`config.mk`:
```
export PLATFORM = sky130hd
export DESIGN_NAME = code_conv_scheduler
export DESIGN_NICKNAME = d
export VERILOG_FILES = /design/src/rtl/code_conv_scheduler.sv
export SDC_FILE = /design/constraint.sdc
export NUM_CORES = 1
export LEC_CHECK = 0
export CORE_ASPECT_RATIO = 0.5
export CORE_UTILIZATION = 38
export DETAILED_ROUTE_END_ITERATION = 10
export MAX_ROUTING_LAYER = met4
export PLACE_DENSITY = 0.67
export SYNTH_ARGS = -nofsm -noshare
export SYNTH_HDL_FRONTEND = slang
export SYNTH_SLANG_ARGS = --single-unit
```
`constraint.sdc`:
```
create_clock -name clk -period 5 [get_ports clk]
set_clock_uncertainty 0.2 [all_clocks]
set_input_delay 1 -clock clk [delete_from_list [all_inputs] [get_ports clk]]
set_output_delay 1 -clock clk [all_outputs]
set_load 0.01 [all_outputs]
```
`src/rtl/code_conv_scheduler.sv`:
```
// code_conv_scheduler
//   Round-robin scheduler in front of one shared 4-bit code converter
//   (BCD, Gray, Hamming(7,4) even parity). One requester is granted at a
//   time: its word and mode are captured, converted in one registered step,
//   and the tagged result is held until the consumer accepts it.
//
// Ports
//   clk        in   rising-edge clock
//   rst        in   asynchronous, active-high reset
//   req_valid  in   [N_REQ]    requester i has a word pending
//   req_data   in   [4*N_REQ]  word of requester i at [4i+3:4i]
//   req_mode   in   [2*N_REQ]  mode of i at [2i+1:2i]: 00 BCD, 01 Gray, 10 Hamming, 11 reserved
//   req_ready  out  [N_REQ]    one-hot, one-cycle accept pulse to the granted requester
//   rsp_valid  out  result available, held until rsp_ready
//   rsp_id     out  [ID_W]     requester that owns the result
//   rsp_code   out  [7]        converted code (0 on error)
//   rsp_err    out  word > 9 or reserved mode
//   rsp_ready  in   consumer accepts the result while rsp_valid=1
//   busy       out  high in every state except IDLE
//
// state  | meaning
// -------+-------------------------------------------------------------
// IDLE   | waiting for any req_valid; grants round-robin winner
// CONV   | captured word is converted into the rsp_* registers
// RESP   | result presented; waits for rsp_ready, then moves pointer

module code_conv_scheduler #(
  parameter int N_REQ = 4,
  localparam int ID_W = (N_REQ > 1) ? $clog2(N_REQ) : 1
) (
  input  logic               clk,
  input  logic               rst,
  input  logic [N_REQ-1:0]   req_valid,
  input  logic [4*N_REQ-1:0] req_data,
  input  logic [2*N_REQ-1:0] req_mode,
  output logic [N_REQ-1:0]   req_ready,
  output logic               rsp_valid,
  output logic [ID_W-1:0]    rsp_id,
  output logic [6:0]         rsp_code,
  output logic               rsp_err,
  input  logic               rsp_ready,
  output logic               busy
);

  typedef enum logic [1:0] {
    S_IDLE = 2'd0,
    S_CONV = 2'd1,
    S_RESP = 2'd2
  } state_t;

  state_t            state;
  logic [ID_W-1:0]   ptr;
  logic [3:0]        cap_data;
  logic [1:0]        cap_mode;
  logic [ID_W-1:0]   cap_id;

  logic              found;
  logic [ID_W-1:0]   grant_id;
  logic [ID_W-1:0]   cand;
  logic [N_REQ-1:0]  grant_oh;
  logic [3:0]        sel_data;
  logic [1:0]        sel_mode;

  // Search starts one past the last served requester so every requester
  // gets a turn; the modulo handles wrap from N_REQ-1 back to 0.
  always_comb begin
    found    = 1'b0;
    grant_id = '0;
    cand     = '0;
    for (int k = 1; k <= N_REQ; k++) begin
      cand = ID_W'((int'(ptr) + k) % N_REQ);
      if (!found && req_valid[cand]) begin
        found    = 1'b1;
        grant_id = cand;
      end
    end
    grant_oh = {{(N_REQ-1){1'b0}}, 1'b1} << grant_id;
  end

  always_comb begin
    sel_data = '0;
    sel_mode = '0;
    for (int i = 0; i < N_REQ; i++) begin
      if (ID_W'(i) == grant_id) begin
        sel_data = req_data[4*i +: 4];
        sel_mode = req_mode[2*i +: 2];
      end
    end
  end

  // Returns {err, code}; code is forced to zero whenever err is set.
  function automatic logic [7:0] convert(input logic [3:0] d, input logic [1:0] m);
    logic       err;
    logic [6:0] code;
    err = (d > 4'd9) || (m == 2'b11);
    case (m)
      2'b00:   code = {3'b000, d};
      2'b01:   code = {3'b000, d[3], d[3] ^ d[2], d[2] ^ d[1], d[1] ^ d[0]};
      2'b10:   code = {d[3], d[2], d[1], d[1] ^ d[2] ^ d[3],
                       d[0], d[0] ^ d[2] ^ d[3], d[0] ^ d[1] ^ d[3]};
      default: code = 7'd0;
    endcase
    if (err) code = 7'd0;
    return {err, code};
  endfunction

  always_ff @(posedge clk or posedge rst) begin
    if (rst) begin
      state     <= S_IDLE;
      ptr       <= ID_W'(N_REQ - 1);
      cap_data  <= '0;
      cap_mode  <= '0;
      cap_id    <= '0;
      req_ready <= '0;
      rsp_valid <= 1'b0;
      rsp_id    <= '0;
      rsp_code  <= '0;
      rsp_err   <= 1'b0;
      busy      <= 1'b0;
    end else begin
      case (state)
        S_IDLE: begin
          if (found) begin
            cap_data  <= sel_data;
            cap_mode  <= sel_mode;
            cap_id    <= grant_id;
            req_ready <= grant_oh;
            busy      <= 1'b1;
            state     <= S_CONV;
          end
        end
        S_CONV: begin
          req_ready             <= '0;
          {rsp_err, rsp_code}   <= convert(cap_data, cap_mode);
          rsp_id                <= cap_id;
          rsp_valid             <= 1'b1;
          state                 <= S_RESP;
        end
        S_RESP: begin
          if (rsp_ready) begin
            // Result fields return to zero so the bus idles clean.
            rsp_valid <= 1'b0;
            rsp_id    <= '0;
            rsp_code  <= '0;
            rsp_err   <= 1'b0;
            ptr       <= cap_id;
            busy      <= 1'b0;
            state     <= S_IDLE;
          end
        end
        default: begin
          state <= S_IDLE;
        end
      endcase
    end
  end

endmodule

```
==> metrics.csv, run 1 <==
stage;metric;value;unit
synth;post-synth cell types;40;
floorplanning;chip width;93.3;microns
floorplanning;Die ar.;4440;sq um
route;drt wl/cell;13.8;microns
synth;Synth async-reset ratio;100;%
layout;most frequent cells in the layout;clkdlybuf4s50_1 (46), dfrtp_1 (26), nand2_1 (19);
layout;final instance area;2100;sq um
setup_path;Crit. End Element;register;
route;vias per inst;5.47;
floorplanning;Ports;47;
grt;vias in the first global route;1193;
layout;most common cell after layout, fill and taps aside;clkdlybuf4s50_1;
timing;Post-Route Setup TNS;0;ns
timing;Final Max Slew Viols;0;
route;Post-DRT Antenna Nets;0;
clock_tree;CTS tree;yes;
run;number of max-cap violations;0;
run_status;status;finished, final reports clean;
synth;Seq/Total Area, Yosys;44.4;%
clock_tree;CTS H-tree lvls;1;
clock_tree;clock latency on the worst-skew pair;0.28;ns
synth;Syn Std Cell Area;1580;sq um
clock_tree;post-CTS setup buffer count;0;
grt;aggregate global routing overflow;0;
synth;number of synthesized flops with an enable pin;0;
timing;Max Freq;359;MHz
clock_tree;total CTS buffers;3;
layout;# nets final;244;
setup_path;CP startpoint kind;primary input;
floorplanning;row count;16;
grt;largest net degree at the start of global routing;29;
setup_path;Arr. time, crit path;2.75;ns
grt;first-pass GRT wire length;5490;microns
grt;GRT Overall Usage;17.2;%
pwr;maximum vdd drop;0.222;mV
timing;Tcrit/Tclk final;55.7;%
floorplanning;die height;47.6;microns
grt;antenna violations before repair;0;
timing;Rel. slew slack;31.6;%
timing;Tightest Pin Transition;1.02;ns
setup_path;Critical Path RT;4.96;ns
clock_tree;Clock Path Buffers;2;
synth;Most used DFF post-synth;dfrtp_1;
clock_tree;Post-CTS Hold Buffers;0;
setup_path;worst setup path category;in2reg;
route;first drt pass iteration count;4;
synth;YS warnings;0;
setup_path;FF-to-FF setup slack;3.03;ns
layout;non-filler cells, final;262;
place;Cell Area, Placed;2050;sq um
timing;final worst path period need;2.79;ns
setup_path;CP max FO;12;
worst_hold_path;worst hold path class;reg2reg;
synth;number of synthesized register bits;28;
place;number of port buffers;46;
clock_tree;clock-pin slew on the worst setup and hold paths;0.10;ns
layout;# diodes;0;
place;Routability Congestion;0.798;
pwr;Power Dens Cells;577;nW/um^2
route;DRC;0;
clock_tree;Resized Gates After CTS;0;
synth;Post-Syn Instances;169;
synth;Mapped Avg Cell Area;9.37;sq um
clock_tree;CTS Sinks;28;
layout;Area growth syn-to-layout;32.5;%
place;placed cell count;258;
floorplanning;core area;3940;sq um
timing;Final setup viols;0;
place;DPL Wire Length;2770;microns
route;1st-iter DRT viols;32;
timing;Fin. Hold Viols;0;
timing;RSZ-0062 raised after global routing;false;
clock_tree;CTS root buffer;clkbuf_8;
layout;Final Util;53.2;%
pwr;LEAKAGE;0.877;nW
route;via count;1432;
route;routed wire length;3610;microns
layout;layout cells sized above 1;5.77;%
synth;Syn Nets;204;
floorplanning;Starting Density;40.1;%
sequential cells by signal, summed over array words and instances (netlist names):
signal / cells
busy: 1
cap_mode: 2
state: 2
rsp_err: 1
rsp_code: 7
cap_id: 2
cap_data: 4
rsp_id: 2
ptr: 2
req_ready: 4
rsp_valid: 1
where the power goes:
part / leakage, nW / switching [mW] / internal [mW] / total, mW
clock network: 0.0228 / 0.0681 / 0.0571 / 0.125
registers: 0.348 / 0.116 / 0.333 / 0.449
logic: 0.506 / 0.308 / 0.328 / 0.636
critical path, cell delays in order:
cell and delay [ns]:
clkdlybuf4s50_1 0.55, nor2b_1 0.24, o221a_2 0.37, nand4_1 0.23, o221ai_1 0.27, o22ai_1 0.09
stage by stage:
stage | worst slack [ns] | power [mW] | hold WS, ns
floorplan | 2.61 | 0.893 | 0.265
global placement | 2.00 | 1.08 | 0.268
detailed placement | 1.92 | 1.09 | 0.271
CTS | 2.22 | 1.22 | 0.295
global route | 2.05 | 1.31 | 0.327
finish | 2.21 | 1.21 | 0.285
Yosys cell counts, types with 2 or more instances:
| cell | n | area (sq um) |
|---|---|---|
| a21oi_1 | 8 | 40.0 |
| a22o_1 | 10 | 87.6 |
| a2bb2oi_1 | 3 | 26.3 |
| a32o_1 | 2 | 20.0 |
| a41o_1 | 3 | 30.0 |
| buf_2 | 2 | 10.0 |
| buf_6 | 2 | 22.5 |
| clkbuf_1 | 6 | 22.5 |
| dfrtp_1 | 26 | 651 |
| dfstp_2 | 2 | 52.6 |
| ha_1 | 4 | 50.1 |
| inv_1 | 5 | 18.8 |
| mux2_2 | 2 | 22.5 |
| nand2_1 | 19 | 71.3 |
| nand2b_1 | 6 | 37.5 |
| nand3_1 | 3 | 15.0 |
| nand3b_1 | 2 | 15.0 |
| nand4_1 | 4 | 25.0 |
| nor2_1 | 15 | 56.3 |
| nor2b_1 | 3 | 18.8 |
| o21ai_0 | 10 | 50.1 |
| o221ai_1 | 3 | 26.3 |
| o22ai_1 | 7 | 43.8 |
| o31ai_1 | 3 | 22.5 |
| xnor2_1 | 4 | 35.0 |
kinds of logic (layout without fill, tap and decap cells):
kind of cell | Yosys count | in the layout | synth area share [%]
DFF | 28 | 28 | 44.4
and+or+nand+nor | 57 | 57 | 17.4
muxes | 3 | 3 | 2.06
xor gates and xnor gates | 4 | 4 | 2.21
AOI/OAI and AO/OA | 56 | 56 | 25.6
buffers and inverters | 17 | 56 | 5.14
adders and majority gates | 4 | 4 | 3.16
worst paths after layout:
path / start / endpoint / cells after the start
max in group asynchronous: rst / cap_mode[0] / 2
worst min register to register: busy / busy / 2
worst max-delay path: req_valid[3] / cap_data[1] / 6
min in group asynchronous: rst / rsp_err / 2
worst max register to register: ptr[0] / cap_data[1] / 5
worst min-delay path: busy / busy / 2
area by class of cell:
cell class	count	area [sq um]
Tap cell	54	67.6
Sequential cell	28	703
Multi-Input combinational cell	124	798
Fill cell	347	1850
Clock buffer	4	45.0
Inverter	6	22.5
Timing Repair Buffer	46	460
routing by layer:
metal	part of all wire (%)	vias up	track usage, %
li1	-	698	-
met5	0	-	-
met2	45	33	27.5
met1	51	699	23.4
met3	3.6	2	3.33
met4	0.28	0	2.77
No activity file was read; power rests on OpenSTA's default activity.
==> inputs of run 2 (changes only) <==
Settings changed: PLACE_DENSITY 0.67 to 0.69.
Clock period 5 ns to 2.45 ns, I/O delays scaled along.
==> run 2 against run 1 <==
  * Clock-buffer cell count stayed put
  * Die area unchanged
  * Global-route usage up 0.90 points
  * Setup slack got worse by 2.0 ns
  * Core utilization rose by 1.6 points
  * First-iteration DRC count grew 140%
  * Largest power group unchanged
  * Sequential cell count unchanged
  * Via count down 0.70%
  * Sequential power rose by 100%
  * Register-to-register slack got worse by 2.6 ns
  * Critical path type unchanged
  * Sequential share of layout area is 0.97 points lower
==> metrics.csv, run 2 (synthesis gave the netlist of run 1 again) <==
stage;metric;value;unit
grt;aggregate global routing overflow;0;
layout;# diodes;0;
layout;layout cells sized above 1;9.30;%
setup_path;Arr. time, crit path;2.21;ns
clock_tree;CTS tree;yes;
clock_tree;clock-pin slew on the worst setup and hold paths;0.09;ns
setup_path;CP Cell Sequence;clkdlybuf4s50_1 -> nand2b_1 -> a221o_1 -> nand2_1 -> nand2_1 -> o31ai_1;
route;first drt pass iteration count;5;
clock_tree;Post-CTS Hold Buffers;0;
timing;Rel. slew slack;71.4;%
setup_path;CP max-delay cell;clkdlybuf4s50_1;
layout;Top Registers;rsp_code (7), cap_data (4), req_ready (4);
layout;most common cell after layout, fill and taps aside;clkdlybuf4s50_1;
grt;vias in the first global route;1221;
setup_path;max incr delay on CP;0.55;ns
route;1st-iter DRT viols;77;
worst_hold_path;worst hold path class;reg2reg;
pwr;LEAKAGE;0.916;nW
route;drt wl/cell;13.5;microns
grt;GRT met2 Usage;28.4;%
timing;Tightest Pin Transition;0.426;ns
run;number of max-cap violations;0;
layout;Most flops, register;rsp_code;
route;Post-DRT Antenna Nets;0;
layout;most frequent cells in the layout;clkdlybuf4s50_1 (46), dfrtp_1 (26), nand2_1 (19);
pwr;Power Total;2.55;mW
floorplanning;Die ar.;4440;sq um
floorplanning;Starting Density;40.1;%
grt;M3 GR Usage;2.86;%
route;routed wire length;3640;microns
timing;final worst path period need;2.25;ns
timing;Fin. Hold Viols;0;
place;number of port buffers;46;
layout;Area growth syn-to-layout;36.4;%
floorplanning;Ports;47;
layout;max reg flops;7;
setup_path;Critical Path RT;2.41;ns
setup_path;worst setup path category;in2reg;
clock_tree;post-CTS setup buffer count;0;
place;Routability Congestion;0.790;
setup_path;CP startpoint kind;primary input;
place;DPL Wire Length;2900;microns
timing;RSZ-0062 raised after global routing;false;
setup_path;FF-to-FF path depth;6;
clock_tree;CTS H-tree lvls;1;
clock_tree;Clock Path Buffers;2;
run_status;status;finished, final reports clean;
setup_path;Crit. End Element;register;
worst_hold_path;hold endpoint;busy;
route;vias per inst;5.29;
pwr;maximum vdd drop;0.483;mV
layout;# nets final;251;
clock_tree;CTS root buffer;clkbuf_8;
floorplanning;row count;16;
clock_tree;clock latency on the worst-skew pair;0.27;ns
grt;antenna violations before repair;0;
place;pre-CTS setup slack;-0.0942;ns
floorplanning;die height;47.6;microns
clock_tree;Resized Gates After CTS;0;
worst_hold_path;worst hold stages;2;
timing;Post-Route Setup TNS;0;ns
floorplanning;chip width;93.3;microns
setup_path;R2R Path End;cap_data[0];
grt;first-pass GRT wire length;5810;microns
clock_tree;total CTS buffers;3;
worst_hold_path;Hold Path Origin;busy;
timing;Tcrit/Tclk final;91.9;%
setup_path;worst reg2reg path startpoint;ptr[1];
timing;Final Max Slew Viols;0;
floorplanning;core area;3940;sq um
clock_tree;CTS Sinks;28;
setup_path;Worst path most repeated cell;nand2_1;
layout;Final Util;54.8;%
setup_path;FF-to-FF setup slack;0.42;ns
timing;Final setup viols;0;
grt;GRT Overall Usage;18.1;%
pwr;Power Dens Cells;1180;nW/um^2
grt;Global Route met1 Usage;25.4;%
layout;fillers;353;
route;via count;1422;
route;DRC;0;
timing;final setup margin;0.199;ns
setup_path;CP max FO;8;
grt;gr busiest metal;met2;
grt;largest net degree at the start of global routing;29;
timing;Max Freq;444;MHz
-- run 2: area by class of cell --
type / count / area, sq um / area share (%)
clock buffers: 4 / 55.1 / 2.55
flip-flops and latches: 28 / 703 / 32.6
multi-input cells: 124 / 798 / 37.0
well taps: 54 / 67.6 / 3.13
inverters: 6 / 22.5 / 1.04
repair buffers: 53 / 513 / 23.8
-- run 2: per-layer routing --
| layer | part of all wire [%] | wire [microns] |
|---|---|---|
| met5 | 0 | 0 |
| met1 | 52 | 1880 |
| met2 | 44 | 1620 |
| met4 | 0.38 | 14 |
| met3 | 3.7 | 134 |
-- run 2: worst max path at each step --
stage            startpoint           to  slack [ns]
2_1_floorplan  req_valid[2]  cap_mode[1]        0.57
3_3_place_gp   req_valid[1]  cap_data[2]       0.003
3_5_place_dp   req_valid[1]  cap_mode[0]       -0.09
4_1_cts        req_valid[1]  cap_mode[0]        0.20
5_1_grt        req_valid[1]  cap_mode[0]        0.07
6_report       req_valid[1]  cap_mode[0]        0.20
-- run 2: stage by stage --
| stage | area [sq um] | hold slack, ns | instances |
|---|---|---|---|
| detailed placement | 2100 | 0.271 | 265 |
| CTS | 2160 | 0.299 | 269 |
| global placement | 2100 | 0.261 | 265 |
| global route | 2160 | 0.326 | 269 |
| floorplan | 1580 | 0.265 | 169 |
| finish | 2160 | 0.299 | 269 |
-- run 2: power breakdown --
part	leakage (nW)	switching [mW]	internal [mW]
clock	0.0288	0.135	0.144
combinational	0.539	0.648	0.711
sequential	0.348	0.230	0.680
total	0.916	1.01	1.53
-- run 2: critical path: cells and delay by family --
family | cells | cell delay (ns)
and+or+nand+nor | 3 | 0.52
buffers and inverters | 1 | 0.55
AOI/OAI and AO/OA | 2 | 0.64
==> inputs of run 3 (changes only) <==
Settings changed: CTS_BUF_LIST set to sky130_fd_sc_hd__clkbuf_8, SLEW_MARGIN set to 30.
==> results of run 3 <==
No change in the layout: final DEF, timing and power equal those of run 2.
